<file path="src/rtl/DH_pkg.sv">
// Shared types for the light-gun shot sequencer: draw modes, shot FSM states and
// the live-target search helper.
package DH_pkg;

  localparam int MAX_TARGETS = 4;

  typedef enum logic [1:0] {
    DRAW_NORMAL = 2'd0,
    DRAW_BLACK  = 2'd1,
    DRAW_TARGET = 2'd2
  } draw_mode_t;

  typedef enum logic [2:0] {
    ST_IDLE,
    ST_ARM,
    ST_BLACK,
    ST_TARGET,
    ST_COOL
  } shot_state_t;

  // Returns {found, index} of the lowest set bit of mask at position >= from.
  function automatic logic [2:0] find_live(input logic [MAX_TARGETS-1:0] mask,
                                           input logic [2:0]             from);
    logic [2:0] r;
    r = 3'b000;
    for (int i = MAX_TARGETS - 1; i >= 0; i--) begin
      if (mask[i] && (3'(i) >= from)) r = {1'b1, 2'(i)};
    end
    return r;
  endfunction

endpackage

</file>
<file path="src/rtl/sync_edge.sv">
// Two-flop synchroniser for an asynchronous input; EDGE_OUT=1 gives a one-cycle
// rising-edge pulse, EDGE_OUT=0 gives the synchronised level.
module sync_edge #(
  parameter bit EDGE_OUT = 1'b1
) (
  input  logic clk,
  input  logic rst_n,
  input  logic d_i,
  output logic q_o
);

  localparam int DEPTH = EDGE_OUT ? 3 : 2;

  logic [DEPTH-1:0] sh_q;

  always_ff @(posedge clk or negedge rst_n) begin
    if (!rst_n) sh_q <= '0;
    else        sh_q <= {sh_q[DEPTH-2:0], d_i};
  end

  if (EDGE_OUT) begin : g_edge
    assign q_o = sh_q[1] & ~sh_q[2];
  end else begin : g_level
    assign q_o = sh_q[1];
  end

endmodule

</file>
<file path="src/rtl/shot_sequencer.sv">
// Light-gun shot controller: black frame, then one white frame per live target,
// resolving HIT/MISS from the photodiode. Optional macro: SHOT_CHEAT_CHECK_EN.
module shot_sequencer
  import DH_pkg::*;
#(
  parameter int N_TARGETS       = 2,
  parameter int COOLDOWN_FRAMES = 8,
  parameter int SENSOR_MIN_CYC  = 4
) (
  input  logic                 clk,
  input  logic                 rst_n,
  input  logic                 vblnk,
  input  logic                 trigger,
  input  logic                 light_sensor,
  input  logic                 gun_is_connected,
  input  logic [N_TARGETS-1:0] targets_live,
  output draw_mode_t           draw_mode,
  output logic [1:0]           target_idx,
  output logic                 busy,
  output logic                 hit,
  output logic [1:0]           hit_idx,
  output logic                 miss
);

  logic trig_ev, sens_lvl, vblnk_q, frame_end, frame_start;
  logic [3:0] run_q, run_d;
  logic seen_q, seen_d;
  shot_state_t state_q, state_d;
  draw_mode_t mode_q, mode_d;
  logic [1:0] idx_q, idx_d, hidx_q, hidx_d;
  logic busy_q, busy_d, hit_q, hit_d, miss_q, miss_d;
  logic [N_TARGETS-1:0] live_q, live_d;
  logic [7:0] cool_q, cool_d;
  logic [MAX_TARGETS-1:0] live_pad;
  logic [2:0] nxt;

  sync_edge #(.EDGE_OUT(1'b1)) u_trig_sync (
    .clk(clk), .rst_n(rst_n), .d_i(trigger), .q_o(trig_ev)
  );
  sync_edge #(.EDGE_OUT(1'b0)) u_sens_sync (
    .clk(clk), .rst_n(rst_n), .d_i(light_sensor), .q_o(sens_lvl)
  );

  assign frame_end   = vblnk & ~vblnk_q;
  assign frame_start = ~vblnk & vblnk_q;

  // Light only counts once the run reaches its threshold inside the visible area.
  always_comb begin
    run_d  = sens_lvl ? ((run_q == 4'hF) ? run_q : run_q + 4'd1) : 4'd0;
    seen_d = seen_q;
    if (frame_start) seen_d = 1'b0;
    else if ((run_q == 4'(SENSOR_MIN_CYC)) && !vblnk) seen_d = 1'b1;
  end

  always_comb begin
    state_d = state_q;
    mode_d  = mode_q;
    idx_d   = idx_q;
    busy_d  = busy_q;
    hit_d   = 1'b0;
    miss_d  = 1'b0;
    hidx_d  = hidx_q;
    live_d  = live_q;
    cool_d  = cool_q;
    nxt     = 3'b000;
    live_pad = '0;
    for (int i = 0; i < N_TARGETS; i++) live_pad[i] = live_q[i];

    if (!gun_is_connected) begin
      state_d = ST_IDLE;
      mode_d  = DRAW_NORMAL;
      idx_d   = 2'd0;
      busy_d  = 1'b0;
      hidx_d  = 2'd0;
      live_d  = '0;
      cool_d  = 8'd0;
    end else begin
      unique case (state_q)
        ST_IDLE: begin
          if (trig_ev) begin
            busy_d = 1'b1;
            live_d = targets_live;
            if (targets_live != '0) begin
              state_d = ST_ARM;
            end else begin
              miss_d  = 1'b1;
              cool_d  = 8'd0;
              state_d = ST_COOL;
            end
          end
        end
        ST_ARM: begin
          if (frame_end) begin
            mode_d  = DRAW_BLACK;
            state_d = ST_BLACK;
          end
        end
        ST_BLACK: begin
          if (frame_end) begin
`ifdef SHOT_CHEAT_CHECK_EN
            if (seen_q) begin
              miss_d  = 1'b1;
              mode_d  = DRAW_NORMAL;
              cool_d  = 8'd0;
              state_d = ST_COOL;
            end else begin
              nxt     = find_live(live_pad, 3'd0);
              mode_d  = DRAW_TARGET;
              idx_d   = nxt[1:0];
              state_d = ST_TARGET;
            end
`else
            nxt     = find_live(live_pad, 3'd0);
            mode_d  = DRAW_TARGET;
            idx_d   = nxt[1:0];
            state_d = ST_TARGET;
`endif
          end
        end
        ST_TARGET: begin
          if (frame_end) begin
            nxt = find_live(live_pad, {1'b0, idx_q} + 3'd1);
            if (seen_q) begin
              hit_d   = 1'b1;
              hidx_d  = idx_q;
              mode_d  = DRAW_NORMAL;
              idx_d   = 2'd0;
              cool_d  = 8'd0;
              state_d = ST_COOL;
            end else if (nxt[2]) begin
              idx_d = nxt[1:0];
            end else begin
              miss_d  = 1'b1;
              mode_d  = DRAW_NORMAL;
              idx_d   = 2'd0;
              cool_d  = 8'd0;
              state_d = ST_COOL;
            end
          end
        end
        ST_COOL: begin
          if (frame_end) begin
            if (cool_q >= 8'(COOLDOWN_FRAMES - 1)) begin
              busy_d  = 1'b0;
              cool_d  = 8'd0;
              state_d = ST_IDLE;
            end else begin
              cool_d = cool_q + 8'd1;
            end
          end
        end
        default: state_d = ST_IDLE;
      endcase
    end
  end

  always_ff @(posedge clk or negedge rst_n) begin
    if (!rst_n) begin
      vblnk_q <= 1'b0;
      run_q   <= 4'd0;
      seen_q  <= 1'b0;
      state_q <= ST_IDLE;
      mode_q  <= DRAW_NORMAL;
      idx_q   <= 2'd0;
      busy_q  <= 1'b0;
      hit_q   <= 1'b0;
      miss_q  <= 1'b0;
      hidx_q  <= 2'd0;
      live_q  <= '0;
      cool_q  <= 8'd0;
    end else begin
      vblnk_q <= vblnk;
      run_q   <= run_d;
      seen_q  <= seen_d;
      state_q <= state_d;
      mode_q  <= mode_d;
      idx_q   <= idx_d;
      busy_q  <= busy_d;
      hit_q   <= hit_d;
      miss_q  <= miss_d;
      hidx_q  <= hidx_d;
      live_q  <= live_d;
      cool_q  <= cool_d;
    end
  end

  assign draw_mode  = mode_q;
  assign target_idx = idx_q;
  assign busy       = busy_q;
  assign hit        = hit_q;
  assign hit_idx    = hidx_q;
  assign miss       = miss_q;

endmodule
</file>
<file path="config.mk">
export PLATFORM = sky130hd
export DESIGN_NAME = shot_sequencer
export DESIGN_NICKNAME = d
export VERILOG_FILES = /design/src/rtl/DH_pkg.sv /design/src/rtl/sync_edge.sv /design/src/rtl/shot_sequencer.sv
export SDC_FILE = /design/constraint.sdc
export NUM_CORES = 1
export LEC_CHECK = 0
export CAP_MARGIN = 30
export CORE_AREA = 3 3 60 62
export CTS_CLUSTER_SIZE = 28
export DETAILED_ROUTE_END_ITERATION = 12
export DIE_AREA = 0 0 63 65
export GPL_TIMING_DRIVEN = 0
export PLACE_DENSITY = 0.79
export SETUP_SLACK_MARGIN = 0.5
export SKIP_LAST_GASP = 1
export SYNTH_ARGS = -nofsm -noshare
export SYNTH_HDL_FRONTEND = slang
export SYNTH_SLANG_ARGS = --single-unit
</file>
<file path="constraint.sdc">
create_clock -name clk -period 3.99 [get_ports clk]
set_input_delay 0.798 -clock clk [delete_from_list [all_inputs] [get_ports clk]]
set_output_delay 0.798 -clock clk [all_outputs]
set_load 0.02 [all_outputs]
</file>
==> results of run 1 <==
## layout make-up
type	instances	area, µm²	share of cell area (%)
repair buffers	15	168	9.30
clock buffers	6	41.3	2.29
flip-flops and latches	31	776	43.0
plain buffers	4	23.8	1.32
well taps	44	55.1	3.05
inverters	8	30.0	1.67
multi-input cells	98	709	39.3
## logic make-up (layout without fill, tap and decap cells)
logic type / count (synthesis) / count (layout) / share of synthesized area [%]
AND/OR/NAND/NOR: 59 / 59 / 24.2
flip-flops: 31 / 31 / 50.5
AO/OA/AOI/OAI: 26 / 26 / 13.0
buffers and inverters: 12 / 33 / 3.50
multiplexers: 7 / 7 / 5.54
adder cells (fa/ha/maj): 3 / 3 / 2.45
other: 1 / 2 / 0.244
XOR/XNOR: 1 / 1 / 0.571
## flip-flops by register name, summed over array words and instances (netlist names)
signal / count
draw_mode: 2
hit_idx: 1
u_trig_sync.sh_q: 3
cool_q: 8
run_q: 4
state_q: 3
vblnk_q: 1
u_sens_sync.sh_q: 2
seen_q: 1
hit: 1
live_q: 2
busy: 1
miss: 1
target_idx: 1
## cell usage in the layout (no fill, tap or decap), types with 3 or more instances in the layout
master,netlist,routed
a21oi_1,6,6
nor2b_1,9,9
nand2b_1,3,3
nand3_1,5,5
mux2_4,3,3
mux2i_1,4,4
inv_1,8,8
clkdlybuf4s50_1,0,14
dfrtp_1,31,31
ha_1,3,3
clkbuf_4,0,5
nand3b_1,3,3
nor3_1,3,3
nor2_1,14,14
a31oi_1,3,3
nand2_1,6,6
## worst register-to-register path, stage by stage (launching register included)
cell	delay, ps
dfrtp_1	470
and4bb_2	420
a21oi_1	170
nor3_4	390
mux2_4	350
## routing by layer
layer	up-vias	GRT usage, %	share of wire, %
li1	547	-	-
met1	577	20.8	43
met2	44	28.1	47
met3	10	4.16	6.1
met4	0	12.4	3.5
met5	-	0	0
## stage by stage
step	total power (µW)	hold WS [ps]	utilization (%)	worst slack, ps
final	655	353	58.6	1590
after global routing	698	363	58.6	1490
after CTS	662	357	58.6	1610
after detailed placement	500	338	57.2	1250
after global placement	489	332	56.3	1300
after floorplan	450	331	-	1910
## power groups by stage
| stage | Combinational [µW] | Sequential, µW | Clock (µW) |
|---|---|---|---|
| floorplan | 94.3 | 356 | 0 |
| global placement | 136 | 353 | 0 |
| detailed placement | 144 | 355 | 0 |
| CTS | 144 | 349 | 168 |
| global route | 161 | 353 | 184 |
| finish | 145 | 350 | 161 |
## cells in the mapped netlist (all sizes together) (2+ instances only)
cell type,count
a21oi,6
a2bb2oi,2
a31oi,3
buf,3
dfrtp,31
ha,3
inv,8
mux2,3
mux2i,4
nand2,6
nand2b,3
nand3,5
nand3b,3
nor2,14
nor2b,9
nor3,4
nor3b,2
nor4,3
nor4b,2
o21ai,4
o22a,2
o2bb2ai,2
## how the worst min path moves through the flow
stage                                    from                   to  depth (start not counted)  slack (ps)
after floorplan           u_sens_sync.sh_q[0]  u_sens_sync.sh_q[1]                          0         330
after global placement    u_trig_sync.sh_q[0]  u_trig_sync.sh_q[1]                          0         330
after detailed placement  u_trig_sync.sh_q[0]  u_trig_sync.sh_q[1]                          0         340
after CTS                 u_trig_sync.sh_q[0]  u_trig_sync.sh_q[1]                          0         360
after global routing      u_trig_sync.sh_q[0]  u_trig_sync.sh_q[1]                          0         360
final                     u_trig_sync.sh_q[0]  u_trig_sync.sh_q[1]                          0         350
==> impl_metrics.ini, run 1 <==
[outcome]
status = completed

[logic_synthesis]
seq_area_frac_synth_pct = 50.5
synthCells = 140
synth_edf_count = 0
synth.distinct_cells = 45
synth_area_leaders = dfrtp_1, nor2b_1, nor2_1
yosys_warnings = 0
synth_ff_type = dfrtp_1
synth_area_um2 = 1540
yosys_register_bits = 31
yosys.area.top_type = dfrtp_1
avgSynthCellArea_um2 = 11.0
synth_top_area_share_pct = 50.5
synth_async_sr_flop_share_pct = 100

[sta]
rsz0062_at_grt = no
fin_crit_sh_pct = 60.1
period_needed_ps = 2400
max-slew-margin-rel_pct = 51.6
fmax_mhz = 417
tns_ps = 0
finalHoldViolCount = 0
report.final.slew_viol_count = 0
clock_skew_ps = 11.1
tightest_slew_ps = 723
setup_viol = 0

[critical_path]
slowest_delay_ps = 480
path_class = in -> reg
crit_family = simple AND/OR/NAND/NOR gates
cp.required_ps = 4210
cp_max_fo = 8
endpoint = cool_q[1]
critPathCaptureType = register
crit_cells = 5
cp_num_buf_inv = 1
rr_startpoint = state_q[2]
startpoint_type = primary input
ff2ff_setup_slack_ps = 2070
crit_path_cell_trace = clkdlybuf4s50_1, nor4b_2, o32ai_4, nor3_4, mux2_4
worstPathArrival_ps = 2620
reg2reg_depth = 4
cp_slowest_cell = clkdlybuf4s50_1
timing.critical_path.from = targets_live[0]
r2r-end = cool_q[1]

[finish]
antennaDiodeCount = 0
nNetsFinal = 174
num-fill-cells = 270
area_delta_synth_final_pct = 17.4
drive_above_1_share_pct = 11.1
finish.instance_area_um2 = 1800
layout.cells.non_filler = 206

[power_and_ir_drop]
p_per_area_nw_per_um2 = 363
p_clk_share_pct = 24.6
max-vdd-ir-drop_mv = 0.174
seqPwrFrac_pct = 53.3
p_leak_uw = 0.000813
switching_share_pct = 30.3
p_sw_uw = 198
p_comb_share_pct = 22.1
p_int_uw = 457

[drt]
finalWirelength_um = 2990
viasPerCell = 5.72
dr.pass1.iters = 4
drt-wirelength-per-cell_um = 14.5
drt_iter0_drc = 72
vias = 1178
route.antenna.remaining_nets = 0
drcViolationCount = 0

[grt]
grt_remaining_overflow = 0
grt_max_degree = 19
antenna_found_initial = 0
grtUsageTotal_pct = 17.6
grt_pass1_wl_um = 5510
grt_pass1_vias = 1190

[job]
drv_cap = 0

[clock_tree]
cts_buffers = 5
cts_tree = yes
cts_max_path_buffers = 2
postCtsSetupBuffers = 0
cts-htree-levels = 2
clkTransAtPathRegs_ps = 80
holdBufCountCts = 0
root_buffer = clkbuf_4
cts_num_sinks = 31
clkLatencyLatePin_ps = 340
ctsResizeCount = 0

[die]
io_pins = 17
num_rows = 20
start_util_pct = 49.9
dieArea_um2 = 4100
die_w_um = 63
core_um2 = 3080
dieHeight_um = 65

[place]
dp_hpwl_um = 2230
dpl_cell_area_um2 = 1760
port_buffers = 14
place_inst = 200
gp_congestion = 0.851

[hold_path]
worst_hold_path_type = reg -> reg
Power figures use the tool's default switching activity.
==> inputs of run 2 (changes only) <==
Clock period 3.99 ns to 2.4 ns, I/O delays scaled along.
==> impl_metrics.ini, run 2 (synthesized netlist as in run 1, its figures left out) <==
[die]
num_rows = 20
core_um2 = 3080
start_util_pct = 49.9
die_w_um = 63
dieArea_um2 = 4100
io_pins = 17
dieHeight_um = 65

[sta]
tightest_slew_ps = 719
fmax_mhz = 547
setup_viol = 0
max-slew-margin-rel_pct = 51.9
fin_crit_sh_pct = 76.1
period_needed_ps = 1830
report.final.slew_viol_count = 0
rsz0062_at_grt = yes
finalHoldViolCount = 0
clock_skew_ps = 11.1

[clock_tree]
cts-htree-levels = 2
cts_num_sinks = 31
root_buffer = clkbuf_4
holdBufCountCts = 0
clkLatencyLatePin_ps = 340
cts_max_path_buffers = 2
cts_tree = yes
clkTransAtPathRegs_ps = 80
cts_buffers = 5

[outcome]
status = completed

[finish]
nNetsFinal = 178
final_cell_mix = dfrtp_1, nor2_1, nor2b_1, clkdlybuf4s50_1, inv_1
antennaDiodeCount = 0
top_register = cool_q
largest_register_ffs = 8
num-fill-cells = 266
reg.largest.list = cool_q: 8 flops, run_q: 4 flops
layout_commonest_cell = dfrtp_1
fin_util_pct = 60.4
area_delta_synth_final_pct = 21.1
drive_above_1_share_pct = 14.5
layout.cells.non_filler = 210

[place]
port_buffers = 14
gp_congestion = 0.851
place_inst = 200
dp_hpwl_um = 2230

[job]
drv_cap = 0

[grt]
grt_pass1_vias = 1195
grt_max_degree = 19
antenna_found_initial = 0
grtUsageTotal_pct = 17.7
grt_remaining_overflow = 0
grt_pass1_wl_um = 5560

[power_and_ir_drop]
p_per_area_nw_per_um2 = 599
p_leak_uw = 0.000895
max-vdd-ir-drop_mv = 0.307

[critical_path]
r2r-end = cool_q[1]
reg2reg_depth = 4
worstPathArrival_ps = 2050
endpoint = cool_q[1]
path_class = reg -> reg
ff2ff_setup_slack_ps = 570
rr_startpoint = seen_q
critPathCaptureType = register
startpoint_type = register
cp_max_fo = 6
cp.required_ps = 2620
timing.critical_path.from = seen_q

[drt]
drcViolationCount = 0
dr.pass1.iters = 5
highest_layer = met4
met3_length_um = 134
vias = 1176
viasPerCell = 5.60
wl_met1_um = 1300
route.antenna.remaining_nets = 0
drt-wirelength-per-cell_um = 14.8
drt_iter0_drc = 79
met2_length_um = 1570
finalWirelength_um = 3100

[hold_path]
worst_hold_path_type = reg -> reg
==> run 2: worst min path at each step <==
stage / from / endpoint / slack (ps) / depth (start not counted)
2_1_floorplan: rst_n / busy / 180 / 0
3_3_place_gp: u_trig_sync.sh_q[0] / u_trig_sync.sh_q[1] / 330 / 0
3_5_place_dp: u_trig_sync.sh_q[0] / u_trig_sync.sh_q[1] / 340 / 0
4_1_cts: u_trig_sync.sh_q[0] / u_trig_sync.sh_q[1] / 360 / 0
5_1_grt: u_trig_sync.sh_q[0] / u_trig_sync.sh_q[1] / 360 / 0
6_report: u_trig_sync.sh_q[0] / u_trig_sync.sh_q[1] / 350 / 0
==> run 2: repair_timing <==
action	4_1_cts	5_1_grt
endpoints found under the setup margin	3	6
setup buffers	4	0
resized for setup	2	7
pin swaps	2	3
endpoints found under the hold margin	0	0
==> run 2: per-layer routing <==
layer	track usage (%)	vias up
met3	4.16	9
met4	12.4	0
met2	28.9	30
met1	20.6	574
li1	-	563
met5	0	-
==> run 2: stage by stage <==
stage               instance area, µm²  TNS (ps)  hold WS [ps]  setup slack, ps  total power [µW]
global route                      1860         0           363              499              1190
detailed placement                1760     -46.7           338            -24.0               831
global placement                  1730         0           332             31.2               813
finish                            1860         0           353              573              1110
CTS                               1840         0           357              507              1120
floorplan                         1540         0           184              642               748
==> run 2: where the power goes <==
group          internal, µW  switching [µW]
Clock                   104             163
Combinational           124             142
Sequential              551            31.5
==> run 2: area by class of cell <==
class                           instances  area (µm²)  area share, %
Sequential cell                        31         776           41.7
Buffer                                  4        25.0           1.35
Timing Repair Buffer                   19         206           11.1
Tap cell                               44        55.1           2.96
Multi-Input combinational cell         98         726           39.0
Clock buffer                            6        41.3           2.22
Inverter                                8        30.0           1.62
==> run 2: worst max-delay path, stage by stage (launching register included) <==
cell     delay [ps]
dfrtp_1         430
or3b_1          510
o32ai_4         340
nor3_4          120
mux2_4          320
